[src/rtl/cond_unit.sv]
// cond_unit: NZCV flag register, ARM condition evaluation and IT-block sequencer.
module cond_unit #(
  parameter int IT_MAX = 4,
  localparam int LW = $clog2(IT_MAX + 1)
) (
  input  logic              clk,
  input  logic              rst_n,
  input  logic              stall,
  input  logic              flush,
  input  logic              valid,
  input  logic [3:0]        cond,
  input  logic [1:0]        flag_w,
  input  logic [3:0]        alu_flags,
  input  logic              it_start,
  input  logic [3:0]        it_firstcond,
  input  logic [LW-1:0]     it_len,
  input  logic [IT_MAX-1:0] it_pattern,
  output logic              cond_ex,
  output logic [3:0]        flags,
  output logic              it_active,
  output logic [LW-1:0]     it_remain,
  output logic              it_err
);
  typedef enum logic {IDLE, ACTIVE} state_t;
  state_t state, state_n;
  logic [3:0] fc, slot_cond, ec;
  logic [IT_MAX-1:0] pat, pat_sh;
  logic [LW-1:0] idx, remain;
  logic legal, go, consume, wr;
  // Odd codes are the negation of the even code below them; AL/NV fall out of base=1.
  function automatic logic eval(input logic [3:0] c, input logic [3:0] f);
    logic n, z, cy, v, b;
    {n, z, cy, v} = f;
    case (c[3:1])
      3'd0:    b = z;
      3'd1:    b = cy;
      3'd2:    b = n;
      3'd3:    b = v;
      3'd4:    b = cy & ~z;
      3'd5:    b = n == v;
      3'd6:    b = ~z & (n == v);
      default: b = 1'b1;
    endcase
    return b ^ c[0];
  endfunction
  always_comb begin
    legal     = it_len != '0 && it_len <= LW'(IT_MAX);
    go        = valid & it_start & ~stall & ~flush & (state == IDLE) & legal;
    consume   = valid & ~stall & (state == ACTIVE);
    pat_sh    = pat >> idx;
    slot_cond = {fc[3:1], fc[0] ^ ~pat_sh[0]};
    ec        = state == ACTIVE ? slot_cond : cond;
    cond_ex   = valid & ((it_start & state == IDLE) | eval(ec, flags));
    wr        = valid & cond_ex & ~stall & ~it_start;
  end
  always_ff @(posedge clk or negedge rst_n)
    if (!rst_n) state <= IDLE;
    else state <= state_n;
  always_comb
    state_n = stall ? state :
              flush ? IDLE :
              state == IDLE ? (go ? ACTIVE : IDLE) :
              (consume && remain == LW'(1)) ? IDLE : ACTIVE;
  always_comb begin
    it_active = state == ACTIVE;
    it_remain = remain;
  end
  always_ff @(posedge clk or negedge rst_n) begin
    if (!rst_n) begin
      flags  <= '0;
      fc     <= '0;
      pat    <= '0;
      idx    <= '0;
      remain <= '0;
      it_err <= 1'b0;
    end else if (stall) begin
      it_err <= 1'b0;
    end else begin
      it_err <= valid & it_start & ~flush & ((state == ACTIVE) | ~legal);
      if (wr & flag_w[1]) flags[3:2] <= alu_flags[3:2];
      if (wr & flag_w[0]) flags[1:0] <= alu_flags[1:0];
      if (flush) begin
        remain <= '0;
      end else if (go) begin
        fc     <= it_firstcond;
        pat    <= it_firstcond == 4'b1110 ? '1 : it_pattern | IT_MAX'(1);
        remain <= it_len;
        idx    <= '0;
      end else if (consume) begin
        remain <= remain - LW'(1);
        idx    <= idx + LW'(1);
      end
    end
  end
endmodule
[config.mk]
export PLATFORM = sky130hd
export DESIGN_NAME = cond_unit
export DESIGN_NICKNAME = d
export VERILOG_FILES = /design/src/rtl/cond_unit.sv
export SDC_FILE = /design/constraint.sdc
export NUM_CORES = 1
export LEC_CHECK = 0
export ABC_AREA = 1
export CAP_MARGIN = 15
export CELL_PAD_IN_SITES_DETAIL_PLACEMENT = 2
export CELL_PAD_IN_SITES_GLOBAL_PLACEMENT = 2
export CORE_MARGIN = 4
export CORE_UTILIZATION = 28
export DETAILED_ROUTE_END_ITERATION = 7
export PLACE_DENSITY = 0.95
export SETUP_SLACK_MARGIN = 0.5
export SKIP_CTS_REPAIR_TIMING = 1
export SYNTH_ARGS = -nofsm -noshare
export SYNTH_HDL_FRONTEND = slang
export SYNTH_SLANG_ARGS = --single-unit
[constraint.sdc]
create_clock -name clk -period 3.33 [get_ports clk]
set_input_delay 0.666 -clock clk [delete_from_list [all_inputs] [get_ports clk]]
set_output_delay 0.666 -clock clk [all_outputs]
set_load 0.01 [all_outputs]
==> results.cfg, run 1 <==
[floorplan]
die_y_um = 76.37
core_mm2 = 0.004444
rows = 24
start_util_pct = 29.45
ios = 37
die_x_um = 76.37
dieArea_mm2 = 0.005832

[critical_path]
end_kind = output pin
critPathLaunchType = register
crit_required_ns = 2.66
crit_type = reg -> out
crit_arrival_ns = 1.91
reg2reg_setup_slack_ns = 1.43
r2r-end = flags[3]
cp_max_fo = 9
r2r_cells = 17
r2r_start = it_active

[logic_synthesis]
synthDominantAreaCellType = dfrtp_1
synth_cell_types = 28
ys_ff_latch = 20
synth_area_mm2 = 0.001309
synthesis.nets = 209
synth-warning-count = 0
syn_area_per_cell_um2 = 7.311
ys_top_cells_by_area = dfrtp_1, nand2_1, inv_1
yosysSeqAreaShare_pct = 38.24
post-synth-top-area-fraction_pct = 38.24
syn_inst = 179

[cts]
clk_pin_slew_ns = 0.09
clk_latency_ns = 0.26
numCtsBuffers = 3
cts.sinks = 20
clk_path_buf_depth = 2
cts_root_buf = clkbuf_8
htree_levels = 1
cts_tree = built

[global_routing]
grt_use_total_pct = 13.94
grt_busiest_layer = met2
grt_antenna_before_repair = 0
grt_pass1_wl_mm = 6.527
use_met1_pct = 16.41
grt_start_max_net_pins = 21
grt_overflow = 0
grt_use_met3_pct = 1.655
first_global_vias = 1385
grtUsageMet2_pct = 25.83

[place]
gp_congestion = 0.7488
io_buffers = 35
dp_hpwl_mm = 3.071

[sta]
worst_pin_slew_ns = 0.9230
drv_slew = 0
rsz0062_at_grt = no
timing.final.crit_period_ns = 2.580
clock_skew_ns = 0.009360
tns_ns = 0
hold_violations = 0
fin_crit_sh_pct = 77.47
holdWs_ns = 0.4680
slew_headroom_pct = 38.27
fmax_mhz = 387.6
finalSetupViolations = 0

[drt]
drtIter0Drc = 29
vias = 1278
final_antenna_net_count = 0
drt_wl_total_mm = 3.870
avgRoutedWirePerCell_um = 14.39
drcViolationCount = 0
viasPerCell = 4.751
firstDrtPassIters = 4

[layout]
fillCellCount = 515
final_cell_mix = nand2_1, clkdlybuf4s50_1, inv_1, dfrtp_1, nand3_1
area.sequential_um2 = 501.7
n_antenna_cell = 0
area_growth_pct = 37.86
final_layout_size_suffix_gt1_share_pct = 17.51
multi_input_area_um2 = 659.4
mostFrequentLayoutCell = nand2_1
fin_nets = 248

[run_status]
status = complete, no violations

[pwr]
p_comb_share_pct = 36.9
power_frac_clock_pct = 25.5
p_int_mw = 0.6348
p_sw_mw = 0.3403
power.density_mw_per_mm2 = 540.4
vdd_ir_drop_max_mv = 0.2053
p_leak_nw = 0.9042
sequentialPowerShare_pct = 37.6
switching_share_pct = 34.90

[hold_path]
hp-class = reg -> reg
hold_path.startpoint = pat[0]
whs_path_depth = 2
hold_end = pat[0]

[flow_run]
cap_violations = 0
[power groups by stage]
stage	Clock, mW	Sequential (mW)	Combinational, mW
final	0.248	0.367	0.360
after global routing	0.269	0.378	0.412
after CTS	0.254	0.368	0.362
after detailed placement	0	0.373	0.353
after global placement	0	0.368	0.331
after floorplan	0	0.363	0.209
[area by class of cell]
type	instances	share of cell area, %
multi-input combinational	121	36.55
sequential	20	27.81
timing repair buffer	37	20.39
inverter	35	7.698
tap	52	3.606
clock buffer	3	2.288
clock inverter	1	1.664
[per-stage QoR]
| stage | setup slack, ns | power, mW | cell area (µm²) | instances | util, % |
|---|---|---|---|---|---|
| finish | 0.7502 | 0.9751 | 1804 | 269 | 40.60 |
| global route | 0.5931 | 1.060 | 1804 | 269 | 40.60 |
| CTS | 0.007014 | 0.9836 | 1783 | 268 | 40.12 |
| detailed placement | 0.06998 | 0.7260 | 1712 | 264 | 38.51 |
| global placement | 0.1411 | 0.6990 | 1712 | 264 | 38.51 |
| floorplan | 1.185 | 0.5724 | 1309 | 179 | - |
[cell usage after synthesis, drive strengths merged]
cell type and number:
nand2 62, inv 33, dfrtp 20, nand3 16, nor2 14, o21ai 10, nand4 4, a31oi 3
ha 3, buf 2, clkinv 2, o22ai 2, xor2 2, a21o 1, a21oi 1, clkbuf 1
nor3 1, o21a 1, xnor2 1
[critical path, stage by stage, from the launching register on]
cell	delay, ns
dfrtp_2	0.52
inv_8	0.14
nand2_1	0.08
nand3_2	0.09
nand2_1	0.07
inv_2	0.04
nand2_1	0.05
nand2_1	0.07
nand2_2	0.06
nand2_2	0.07
nand2_1	0.05
nand2_1	0.07
nand3_2	0.09
nand2_1	0.07
inv_1	0.04
buf_2	0.13
[routing by layer]
metal	part of all wire (%)	up-vias
li1	-	630
met1	44	619
met2	51	23
met3	3.0	6
met4	1.5	0
met5	0	-
[sequential cells by signal, summed over array words and instances, names as in the netlist]
signal and cells:
fc 4, flags 4, idx 3, it_active 1, it_err 1, it_remain 3
pat 4
[kinds of logic (layout without fill, tap and decap cells)]
| group | Yosys count | after routing | share of synthesized area (%) |
|---|---|---|---|
| buf+inv | 38 | 76 | 12.14 |
| fa+ha+maj | 3 | 3 | 2.868 |
| flops | 20 | 20 | 38.24 |
| compound gates | 18 | 18 | 7.839 |
| xor+xnor | 3 | 3 | 2.008 |
| simple gates | 97 | 97 | 36.90 |
[how the worst max path moves through the flow]
stage | from | to | slack (ns) | cells after the start
2_1_floorplan | cond[1] | cond_ex | 1.18 | 13
3_3_place_gp | cond[1] | cond_ex | 0.14 | 16
3_5_place_dp | cond[1] | cond_ex | 0.07 | 16
4_1_cts | cond[1] | cond_ex | 0.007 | 16
5_1_grt | it_active | cond_ex | 0.59 | 15
6_report | it_active | cond_ex | 0.75 | 15
Power figures use the tool's default switching activity.
==> inputs of run 2 (changes only) <==
--- a/config.mk
+++ b/config.mk
@@ -10,9 +10,9 @@
 export CELL_PAD_IN_SITES_DETAIL_PLACEMENT = 2
 export CELL_PAD_IN_SITES_GLOBAL_PLACEMENT = 2
 export CORE_MARGIN = 4
-export CORE_UTILIZATION = 28
+export CORE_UTILIZATION = 23
 export DETAILED_ROUTE_END_ITERATION = 7
-export PLACE_DENSITY = 0.95
+export PLACE_DENSITY = 0.85
 export SETUP_SLACK_MARGIN = 0.5
 export SKIP_CTS_REPAIR_TIMING = 1
 export SYNTH_ARGS = -nofsm -noshare
==> constraint.sdc (replaced) <==
create_clock -name clk -period 2.15 [get_ports clk]
set_input_delay 0.43 -clock clk [delete_from_list [all_inputs] [get_ports clk]]
set_output_delay 0.43 -clock clk [all_outputs]
set_load 0.01 [all_outputs]
==> run 2 against run 1 <==
- largest cell class unchanged
- clock power grew 60%
- routed wire length rose by 27%
- core utilization shrank 2.3 points
- the flow now finishes with violations (negative setup slack)
- highest routed layer unchanged
==> results.cfg, run 2 (synthesized netlist as in run 1, its figures left out) <==
[pwr]
p_leak_nw = 1.205
power.density_mw_per_mm2 = 799.9
vdd_ir_drop_max_mv = 0.3195
p_total_mw = 1.687

[drt]
drt_wl_total_mm = 4.927
drcViolationCount = 0
final_antenna_net_count = 0
drtIter0Drc = 28
vias = 1407
viasPerCell = 4.510
firstDrtPassIters = 3
avgRoutedWirePerCell_um = 15.79

[critical_path]
worstSetupStartpoint = it_active
cpPeakStageDelay_ns = 0.42
r2r_cells = 18
cp.depth = 15
critPathLaunchType = register
r2r-end = flags[1]
endpoint = cond_ex
crit_chain = buf_12 -> clkinv_8 -> nand2_4 -> nand2_4 -> nor2_4 -> nor2_2 -> nand2_2 -> nand2_2 -> nand2_2 -> nand2_1 -> nand2_1 -> nand3_2 -> nand2_2 -> inv_2 -> buf_6
end_kind = output pin
cp_max_fo = 7
crit_required_ns = 1.72
crit_top_cell = nand2_2
cpMaxStageDelayCell = dfrtp_1
path_buf_inv = 4
r2r_start = it_active
reg2reg_setup_slack_ns = 0.11
crit_type = reg -> out
crit_arrival_ns = 1.93
cp_top_family = simple AND/OR/NAND/NOR gates

[cts]
clk_latency_ns = 0.27
cts.sinks = 20
cts_tree = built
numCtsBuffers = 3
htree_levels = 1
cts_root_buf = clkbuf_8
clk_pin_slew_ns = 0.09
clk_path_buf_depth = 2

[floorplan]
die_y_um = 83.44
die_x_um = 83.44
ios = 37
rows = 27
core_mm2 = 0.005507
start_util_pct = 23.77
dieArea_mm2 = 0.006961

[global_routing]
grt_use_met3_pct = 1.687
grt_antenna_before_repair = 0
use_met1_pct = 14.51
first_global_vias = 1623
grtUsageMet2_pct = 25.80
grt_use_total_pct = 13.12
grt_busiest_layer = met2
grt_start_max_net_pins = 21
grt_overflow = 0
grt_pass1_wl_mm = 7.479

[layout]
fin_nets = 271
reg_top3 = fc: 4 flops, flags: 4 flops, pat: 4 flops
mostFrequentLayoutCell = nand2_1
final_layout_size_suffix_gt1_share_pct = 32.08
area_growth_pct = 61.19
fillCellCount = 652
final_cell_mix = nand2_1, buf_4, inv_1, dfrtp_1
n_antenna_cell = 0
fin_cells = 312

[hold_path]
hp-class = reg -> reg
hold_path.startpoint = pat[0]
whs_path_depth = 2

[sta]
tns_ns = -0.2059
hold_violations = 0
finalSetupViolations = 1
worst_pin_slew_ns = 0.2852
layout_setup_ws_ns = -0.2059
timing.final.crit_period_ns = 2.356
fmax_mhz = 424.5
fin_crit_sh_pct = 109.6
rsz0062_at_grt = yes
slew_headroom_pct = 80.99
drv_slew = 0
clock_skew_ns = 0.01114

[run_status]
violations = negative setup slack
status = finished, violations left

[flow_run]
cap_violations = 0

[place]
dp_hpwl_mm = 3.421
io_buffers = 35
dp.cells = 299
gp_congestion = 0.7614
==> run 2: metal layers <==
layer  vias up  wire length (µm)
met4         0               115
met3        10                96
met2        29              2662
met5         -                 0
li1        674                 -
met1       694              2053
==> run 2: how the worst min path moves through the flow <==
stage | end | slack, ns
after CTS | pat[0] | 0.48
after global placement | pat[0] | 0.44
after detailed placement | pat[0] | 0.46
after global routing | pat[0] | 0.51
final | pat[0] | 0.48
after floorplan | fc[0] | 0.13
==> run 2: layout make-up <==
cell class | count | area (µm²) | share of cell area (%)
clock inverters | 1 | 30.03 | 1.423
flip-flops and latches | 20 | 500.5 | 23.72
multi-input cells | 121 | 709.4 | 33.63
well taps | 72 | 90.09 | 4.270
clock buffers | 3 | 41.29 | 1.957
inverters | 35 | 143.9 | 6.821
repair buffers | 60 | 594.3 | 28.17
==> run 2: power breakdown <==
group / internal (mW) / leakage, nW / switching (mW) / total, mW
registers: 0.475 / 0.248 / 0.0771 / 0.553
clock network: 0.249 / 0.0357 / 0.148 / 0.397
logic: 0.353 / 0.922 / 0.385 / 0.738
==> run 2: tightest hold or removal path, delay by kind of cell, from the launching register on <==
kind | cells | cell delay [ns]
DFF | 1 | 0.35
buffers and inverters | 1 | 0.04
and+or+nand+nor | 1 | 0.05
==> run 2: through the flow <==
step | util, % | worst slack, ns | instance area (µm²) | hold WS (ns)
5_1_grt | 38.31 | -0.3591 | 2110 | 0.5095
2_1_floorplan | - | 0.3557 | 1309 | 0.1344
3_5_place_dp | 33.81 | -0.6110 | 1862 | 0.4577
3_3_place_gp | 33.81 | -0.5475 | 1862 | 0.4416
6_report | 38.31 | -0.2059 | 2110 | 0.4751
4_1_cts | 35.11 | -0.7116 | 1933 | 0.4790
==> inputs of run 3 (changes only) <==
--- a/config.mk
+++ b/config.mk
@@ -10,9 +10,11 @@
 export CELL_PAD_IN_SITES_DETAIL_PLACEMENT = 2
 export CELL_PAD_IN_SITES_GLOBAL_PLACEMENT = 2
 export CORE_MARGIN = 4
-export CORE_UTILIZATION = 23
+export CORE_UTILIZATION = 30
 export DETAILED_ROUTE_END_ITERATION = 7
-export PLACE_DENSITY = 0.85
+export DONT_BUFFER_PORTS = 1
+export PLACE_DENSITY = 0.84
+export RECOVER_POWER = 50
 export SETUP_SLACK_MARGIN = 0.5
 export SKIP_CTS_REPAIR_TIMING = 1
 export SYNTH_ARGS = -nofsm -noshare
==> run 3 against run 2 <==
- the run still ends with negative setup slack left
- cell count down 23%
- sequential power rose by 6.5%
- critical path depth down 1
- clock power down 34%
- setup slack better by 0.080 ns
- non-clock buffer count decreased by 49
- clock skew is 0.0078 ns lower
- sequential share of layout area grew 8.7 points
==> results.cfg, run 3 (synthesized netlist as in run 1, its figures left out) <==
[run_status]
status = finished, violations left
violations = negative setup slack

[hold_path]
hold_end = fc[3]
hold_path.startpoint = it_firstcond[3]
hp-class = in -> reg
whs_path_depth = 2

[pwr]
p_total_mw = 1.352
sequentialPowerShare_pct = 43.6
p_int_mw = 0.7892
power_frac_clock_pct = 19.3
p_comb_share_pct = 37.1
vdd_ir_drop_max_mv = 0.3172
power.density_mw_per_mm2 = 875.0
p_sw_mw = 0.5628
switching_share_pct = 41.63
p_leak_nw = 0.7806

[place]
dp.cells = 230
gp_congestion = 0.8259
dp_slack_ns = 0.1332
dp_hpwl_mm = 3.273
io_buffers = 0

[cts]
htree_levels = 1
numCtsBuffers = 3
cts_tree = built
clk_latency_ns = 0.27
cts_root_buf = clkbuf_8
clk_pin_slew_ns = 0.08
clk_path_buf_depth = 2
cts.sinks = 20

[sta]
fmax_mhz = 439.4
clock_skew_ns = 0.003356
rsz0062_at_grt = yes
fin_crit_sh_pct = 105.9
tns_ns = -0.1258
slew_headroom_pct = 21.50
hold_violations = 0
worst_pin_slew_ns = 1.177
layout_setup_ws_ns = -0.1258
timing.final.crit_period_ns = 2.276
finalSetupViolations = 1
drv_slew = 0

[critical_path]
crit_required_ns = 1.72
cp_max_fo = 7
r2r_cells = 16
crit_type = reg -> out
r2r_start = it_active
end_kind = output pin
reg2reg_setup_slack_ns = 0.14
critPathLaunchType = register
crit_arrival_ns = 1.85
r2r-end = flags[1]

[layout]
fin_nets = 222
n_antenna_cell = 0
fin_cells = 240
final_layout_size_suffix_gt1_share_pct = 24.74
fillCellCount = 498
area_growth_pct = 18.07
final_cell_mix = nand2_1, inv_1, dfrtp_1, nand3_1, nand2_2
final_core_util_pct = 37.55
mostFrequentLayoutCell = nand2_1
reg_top3 = fc: 4 flops, flags: 4 flops, pat: 4 flops

[drt]
avgRoutedWirePerCell_um = 18.25
viasPerCell = 5.042
firstDrtPassIters = 4
drcViolationCount = 0
vias = 1210
drt_wl_total_mm = 4.379
final_antenna_net_count = 0
drtIter0Drc = 40

[global_routing]
grt_start_max_net_pins = 21
grt_antenna_before_repair = 0
first_global_vias = 1357
grt_use_total_pct = 15.61
grt_pass1_wl_mm = 6.527
grt_overflow = 0

[floorplan]
die_x_um = 74.05
ios = 37
start_util_pct = 31.80
rows = 23
dieArea_mm2 = 0.005483
core_mm2 = 0.004115
die_y_um = 74.05

[flow_run]
cap_violations = 0
[run 3: cell count changes in the layout (fill, tap and decap cells not counted), moves of 2 or more]
cell and change:
clkdlybuf4s50_1 -17, inv_1 +3, buf_4 -16, nand2_1 +2, nand2_4 -4, nor2_2 -4, nand2_2 -2, nand2_8 +4
inv_2 -3, dlymetal6s2s_1 -17, nor2_1 +5
[run 3: worst max-delay path: stages (launching register included)]
cell and delay [ns]:
dfrtp_1 0.38, buf_6 0.17, clkinv_8 0.10, nand2_8 0.09, nand3_1 0.12, nand2_2 0.12, nand2_1 0.06, nand2_1 0.08
nand2_1 0.07, nand2_2 0.08, nand2_2 0.06, nand2_2 0.07, nand3_2 0.07, nand2_2 0.07, inv_2 0.04
[run 3: power by group through the flow]
stage / Combinational, mW / Sequential [mW] / Clock [mW]
2_1_floorplan: 0.325 / 0.563 / 0
3_3_place_gp: 0.373 / 0.584 / 0
3_5_place_dp: 0.425 / 0.593 / 0
4_1_cts: 0.429 / 0.586 / 0.266
5_1_grt: 0.566 / 0.602 / 0.293
6_report: 0.502 / 0.589 / 0.261
[run 3: layout make-up]
type,count,area (µm²),area share [%]
Clock buffer,3,41.29,2.672
Tap cell,50,62.56,4.049
Inverter,35,143.9,9.312
Timing Repair Buffer,11,85.08,5.506
Sequential cell,20,500.5,32.39
Multi-Input combinational cell,121,711.9,46.07
[run 3: through the flow]
step	hold slack, ns	area, µm²
after global placement	0.1351	1381
after global routing	0.2625	1545
after CTS	-0.1525	1423
after floorplan	0.1344	1309
after detailed placement	0.1352	1381
final	0.2696	1545
[run 3: worst max path at each step]
| stage | start | end | slack [ns] | cells after the start |
|---|---|---|---|---|
| finish | it_active | cond_ex | -0.13 | 14 |
| global route | it_active | cond_ex | -0.23 | 14 |
| CTS | it_active | cond_ex | -0.18 | 15 |
| detailed placement | it_active | cond_ex | 0.13 | 15 |
| global placement | it_active | cond_ex | 0.25 | 15 |
| floorplan | it_active | cond_ex | 0.36 | 15 |
[run 3: routing by layer]
metal  GRT usage [%]  vias to the layer above  wire (µm)  share of wire, %
li1                -                      578          -                 -
met1           18.71                      601       1729                39
met2           27.76                       28       2352                54
met3           2.973                        3        255               5.8
met4           5.433                        0         42              0.96
met5               0                        -          0                 0
